## src/rtl/frame_update_scheduler.sv

```systemverilog
// Sequences per-frame object updates during vertical blanking: one strobe per enabled
// slot in fixed order, waiting on each slot's done with a bounded timeout.
`timescale 1ns/1ps
module frame_update_scheduler #(
    parameter int N_SLOTS = 2,
    parameter int TIMEOUT = 1023,
    parameter int TW      = 10
) (
    input  logic               clck,
    input  logic               reset,
    input  logic               activeLine,
    input  logic [N_SLOTS-1:0] enable,
    input  logic [N_SLOTS-1:0] done,
    input  logic               clear_status,
    output logic [N_SLOTS-1:0] update,
    output logic               busy,
    output logic               frame_done,
    output logic [7:0]         frame_count,
    output logic               overrun,
    output logic [N_SLOTS-1:0] timeout_err
);

    localparam int SW = $clog2(N_SLOTS + 1);
    localparam logic [SW-1:0] END_SLOT  = SW'(N_SLOTS);
    localparam logic [SW-1:0] SLOT_ONE  = SW'(1);
    localparam logic [TW-1:0] TIMER_MAX = TW'(TIMEOUT);
    localparam logic [TW-1:0] TIMER_ONE = TW'(1);

    typedef enum logic [1:0] {
        IDLE   = 2'd0,
        SCAN   = 2'd1,
        STROBE = 2'd2,
        WAIT   = 2'd3
    } state_t;

    // One-hot select of the current slot; all-zero once the slot index passes the last slot.
    function automatic logic [N_SLOTS-1:0] slot_sel(input logic [SW-1:0] s);
        slot_sel = N_SLOTS'(1) << s;
    endfunction

    state_t               state_q, state_d;
    logic [SW-1:0]        slot_q, slot_d;
    logic [TW-1:0]        timer_q, timer_d;
    logic                 act_q, act_d;
    logic [N_SLOTS-1:0]   update_q, update_d;
    logic                 busy_q, busy_d;
    logic                 frame_done_q, frame_done_d;
    logic [7:0]           frame_count_q, frame_count_d;
    logic                 overrun_q, overrun_d;
    logic [N_SLOTS-1:0]   timeout_err_q, timeout_err_d;

    logic                 blank_start_s;
    logic [N_SLOTS-1:0]   sel_s;
    logic                 abort_s;
    logic [N_SLOTS-1:0]   to_set_s;

    assign blank_start_s = act_q & ~activeLine;
    assign sel_s         = slot_sel(slot_q);

    // Next-state and output computation for the sequencer.
    always_comb begin
        state_d       = state_q;
        slot_d        = slot_q;
        timer_d       = timer_q;
        act_d         = activeLine;
        update_d      = {N_SLOTS{1'b0}};
        frame_done_d  = 1'b0;
        frame_count_d = frame_count_q;
        abort_s       = 1'b0;
        to_set_s      = {N_SLOTS{1'b0}};

        case (state_q)
            IDLE: begin
                if (blank_start_s) begin
                    frame_count_d = frame_count_q + 8'd1;
                    slot_d        = {SW{1'b0}};
                    state_d       = SCAN;
                end else begin
                    state_d = IDLE;
                end
            end
            SCAN: begin
                if (activeLine) begin
                    abort_s = 1'b1;
                    state_d = IDLE;
                end else if (slot_q == END_SLOT) begin
                    frame_done_d = 1'b1;
                    state_d      = IDLE;
                end else if (|(enable & sel_s)) begin
                    update_d = sel_s;
                    state_d  = STROBE;
                end else begin
                    slot_d  = slot_q + SLOT_ONE;
                    state_d = SCAN;
                end
            end
            STROBE: begin
                timer_d = {TW{1'b0}};
                if (activeLine) begin
                    abort_s = 1'b1;
                    state_d = IDLE;
                end else begin
                    state_d = WAIT;
                end
            end
            WAIT: begin
                // Abort outranks both done and timeout on the same edge.
                if (activeLine) begin
                    abort_s = 1'b1;
                    state_d = IDLE;
                end else if (|(done & sel_s)) begin
                    slot_d  = slot_q + SLOT_ONE;
                    state_d = SCAN;
                end else if (timer_q == TIMER_MAX) begin
                    to_set_s = sel_s;
                    slot_d   = slot_q + SLOT_ONE;
                    state_d  = SCAN;
                end else begin
                    timer_d = timer_q + TIMER_ONE;
                    state_d = WAIT;
                end
            end
            default: begin
                state_d = IDLE;
                slot_d  = {SW{1'b0}};
                timer_d = {TW{1'b0}};
            end
        endcase

        busy_d = (state_d != IDLE);

        // Set events win over a concurrent clear.
        if (clear_status) begin
            overrun_d     = abort_s;
            timeout_err_d = to_set_s;
        end else begin
            overrun_d     = overrun_q | abort_s;
            timeout_err_d = timeout_err_q | to_set_s;
        end
    end

    // State and registered outputs; act_q resets high so no blank start is seen straight out of reset.
    always_ff @(posedge clck or posedge reset) begin
        if (reset) begin
            state_q       <= IDLE;
            slot_q        <= {SW{1'b0}};
            timer_q       <= {TW{1'b0}};
            act_q         <= 1'b1;
            update_q      <= {N_SLOTS{1'b0}};
            busy_q        <= 1'b0;
            frame_done_q  <= 1'b0;
            frame_count_q <= 8'd0;
            overrun_q     <= 1'b0;
            timeout_err_q <= {N_SLOTS{1'b0}};
        end else begin
            state_q       <= state_d;
            slot_q        <= slot_d;
            timer_q       <= timer_d;
            act_q         <= act_d;
            update_q      <= update_d;
            busy_q        <= busy_d;
            frame_done_q  <= frame_done_d;
            frame_count_q <= frame_count_d;
            overrun_q     <= overrun_d;
            timeout_err_q <= timeout_err_d;
        end
    end

    assign update      = update_q;
    assign busy        = busy_q;
    assign frame_done  = frame_done_q;
    assign frame_count = frame_count_q;
    assign overrun     = overrun_q;
    assign timeout_err = timeout_err_q;

endmodule

```

## config.mk

```make
export PLATFORM = sky130hd
export DESIGN_NAME = frame_update_scheduler
export DESIGN_NICKNAME = d
export VERILOG_FILES = /design/src/rtl/frame_update_scheduler.sv
export SDC_FILE = /design/constraint.sdc
export NUM_CORES = 1
export LEC_CHECK = 0
export ABC_AREA = 1
export BUFFER_PORTS_ARGS = -buffer_cell sky130_fd_sc_hd__clkbuf_2
export CORE_UTILIZATION = 40
export CTS_BUF_LIST = sky130_fd_sc_hd__clkbuf_8
export DETAILED_ROUTE_END_ITERATION = 8
export HOLD_SLACK_MARGIN = 0.02
export REMOVE_ABC_BUFFERS = 1
export SLEW_MARGIN = 5
export SYNTH_ARGS = -nofsm -noshare
export SYNTH_HDL_FRONTEND = slang
export SYNTH_SLANG_ARGS = --single-unit
```

## constraint.sdc

```tcl
create_clock -name clck -period 2.93 [get_ports clck]
set_input_delay 0.586 -clock clck [delete_from_list [all_inputs] [get_ports clck]]
set_output_delay 0.586 -clock clck [all_outputs]
set_load 0.005 [all_outputs]
```

==> key figures <==
Finish
  – Area grow syn2layout: 15.41%
  – Design Area, Final: 0.001893 sq mm
  – Commonest non-fill, non-tap cell in the layout: nand2_1
  – Commonest non-fill, non-tap cells in the layout: 55 x nand2_1, 29 x inv_1, 29 x dfrtp_1, 23 x nand3_1, 22 x clkbuf_2
  – Layout cell share with drive strength beyond 1: 18.72%
  – Nets: 247
  – N_diodes: 0
  – Util after Layout: 49.84%

Detailed routing
  – Number of remaining DRC errors: 0
  – Post-Route WL: 3142 um
  – Avg WL per Cell: 11.10 um
  – Initial DRC count: 62
  – Post-route ant nets: 0
  – Via density: 4.689
  – Via count: 1327
  – Pre-antenna DRT Iters: 4

Critical path
  – Crit. End Element: flop
  – Worst reg2reg startpoint: timer_q[0]$_DFFE_PP0P_
  – Worst-path maximum fanout: 11
  – Largest stage delay on the critical path: 0.46 ns
  – CP Launch Type: flop
  – Worst-path cell chain: ha_1 > nand2_2 > nor2_4 > nand3_4 > nand2_2 > nand2_1 > nand3_1 > nand2_1
  – FF-to-FF End: timer_q[6]$_DFFE_PP0P_
  – R2R depth: 8
  – Slowest CP cell: dfrtp_1
  – Setup Crit Path Kind: reg -> reg
  – Reg2reg setup slack: 1.32 ns
  – WP data required: 3.11 ns
  – CP Data Arrival Time: 1.78 ns

GRT
  – Pin count of the biggest net entering global routing: 18
  – Antenna violations before repair: 0
  – GR Util All Layers: 17.42%
  – Number of global-route vias before repair: 1266
  – First-pass GRT wire length: 5589 um
  – GRT overflow: 0

Yosys
  – Largest family of logic cells by synthesized area: simple AND/OR/NAND/NOR gates
  – Complex-gate fraction of the synthesized area: 4.424%
  – Mean post-synth cell area: 7.963 sq um
  – Multiplexer share of the synthesized area: 0%
  – Cells after synthesis: 206
  – Synth Area in Simple Gates: 33.79%
  – Xor/xnor cell area share of the yosys netlist: 4.272%
  – Distinct cells, synth: 22
  – Yosys reg bits: 30
  – Area share of fa/ha/maj cells after synthesis: 3.814%
  – Cell Area, Synth: 0.001640 sq mm
  – Number of synthesis warnings: 0
  – Post-synthesis sequential area ratio: 45.84%

Timing
  – Setup TNS: 0 ns
  – RSZ-0062 raised after global routing: false
  – Slew margin rel.: 65.27%
  – Fin crit period: 1.605 ns
  – Final period util: 54.79%
  – Final Hold Viols: 0
  – Highest Clock Rate: 622.9 MHz
  – Final count of negative-setup-slack endpoints: 0
  – Hold WS: 0.3057 ns
  – Final setup margin: 1.325 ns
  – Measured slew at the worst slew-check pin: 0.5205 ns
  – Pins over their slew limit: 0
  – Clock skew: 0.007119 ns

Floorplanning
  – Die ar.: 0.004361 sq mm
  – Starting Density: 43.18%
  – Rows: 22
  – Die W: 66.04 um
  – I/O Pins: 23
  – Die Span Y: 66.04 um
  – Core area: 0.003799 sq mm

Placed design
  – Post-DP HPWL: 2348 um
  – Post-DP Area: 0.001802 sq mm
  – GPL Wtd Cong: 0.7610
  – PortBufs: 22
  – Pre-CTS setup slack: 1.273 ns

Job
  – Max-cap violations: 0

Clock tree
  – TritonCTS Buffers: 5
  – Root buffer cell: clkbuf_8
  – CTS Hold Bufs: 0
  – Worst-skew pair later-pin latency: 0.29 ns
  – CTS Buffer Depth: 2
  – H-tree levels: 2
  – Clk slew on worst S/H paths: 0.07 ns
  – Post-CTS setup buffer count: 0
  – Post_cts resized: 0
  – CTS Sinks: 30
  – CTS tree: yes

Run status
  – Outcome: completed

Power
  – Static leakage: 0.9593 nW
  – Pwr Density: 692.7 mW/mm^2
  – Seq pwr share: 43.7%
  – Clock power frac: 26.1%
  – Combinational Power Share: 30.2%
  – NetSw: 0.4871 mW
  – Sw frac: 37.15%
  – Pint: 0.8242 mW
  – VDD IR-drop max: 0.0002964 V

Worst hold path
  – Class of the worst hold path: in -> async
## cells by family after synthesis
logic type,count (synthesis)
and+or+nand+nor,117
buffers and inverters,32
DFF,30
AOI/OAI and AO/OA,14
xor gates and xnor gates,8
adders and majority gates,5
## power groups by stage
stage	clock network, mW	logic (mW)	registers (mW)
finish	0.342	0.396	0.573
global route	0.370	0.473	0.586
CTS	0.348	0.406	0.574
detailed placement	0	0.402	0.580
global placement	0	0.398	0.578
floorplan	0	0.274	0.569
## stage by stage
stage	power, mW	instances
final	1.311	283
after global placement	0.9760	275
after detailed placement	0.9816	275
after CTS	1.327	283
after global routing	1.429	283
after floorplan	0.8434	204
## worst max path at each step
| stage | start | end | slack, ns | cells after the start |
|---|---|---|---|---|
| CTS | timer_q[0]$_DFFE_PP0P_ | timer_q[6]$_DFFE_PP0P_ | 1.33 | 8 |
| detailed placement | activeLine | frame_count[7]$_DFFE_PP0P_ | 1.27 | 9 |
| global placement | activeLine | frame_count[7]$_DFFE_PP0P_ | 1.32 | 9 |
| finish | timer_q[0]$_DFFE_PP0P_ | timer_q[6]$_DFFE_PP0P_ | 1.32 | 8 |
| global route | timer_q[0]$_DFFE_PP0P_ | timer_q[7]$_DFFE_PP0P_ | 1.21 | 8 |
| floorplan | activeLine | frame_count[7]$_DFFE_PP0P_ | 1.52 | 8 |
## final cells by class
cell class,instances,area [sq um]
clock inverters,2,8.758
flip-flops and latches,30,752.0
clock buffers,6,82.58
multi-input cells,144,759.5
repair buffers,23,117.6
inverters,30,112.6
well taps,48,60.06
fillers,392,1906
## synthesized netlist by cell type, drive strengths merged
| library cell | instances | share of area (%) |
|---|---|---|
| xnor2 | 5 | 2.7 |
| inv | 30 | 6.9 |
| o21ai | 11 | 3.4 |
| a21oi | 2 | 0.61 |
| dfrtp | 29 | 44 |
| nand3 | 25 | 8.7 |
| nor2 | 23 | 7.1 |
| o21bai | 1 | 0.46 |
| nand3b | 1 | 0.46 |
| ha | 5 | 3.8 |
| dfstp | 1 | 1.6 |
| xor2 | 3 | 1.6 |
| nand4 | 8 | 3.1 |
| buf | 2 | 0.99 |
| nand2 | 60 | 14 |
## metal layers
metal  track usage, %  share of wire (%)  vias up
met5                0                  0        -
met4            11.17                2.7        0
met3            4.310                4.5        8
met2            24.36                 42       30
met1            23.67                 51      583
li1                 -                  -      706
## critical path, delay by kind of cell (launching register included)
family | cells | cell delay, ns
adders and majority gates | 1 | 0.23
DFF | 1 | 0.46
and+or+nand+nor | 7 | 0.80
## state kept, by name, indices dropped and copies added, names as in the netlist, 2 cells and up
signal,flops
frame_count,8
slot_q,2
state_q,2
timeout_err,2
timer_q,10
update,2
No activity file was read; power rests on OpenSTA's default activity.
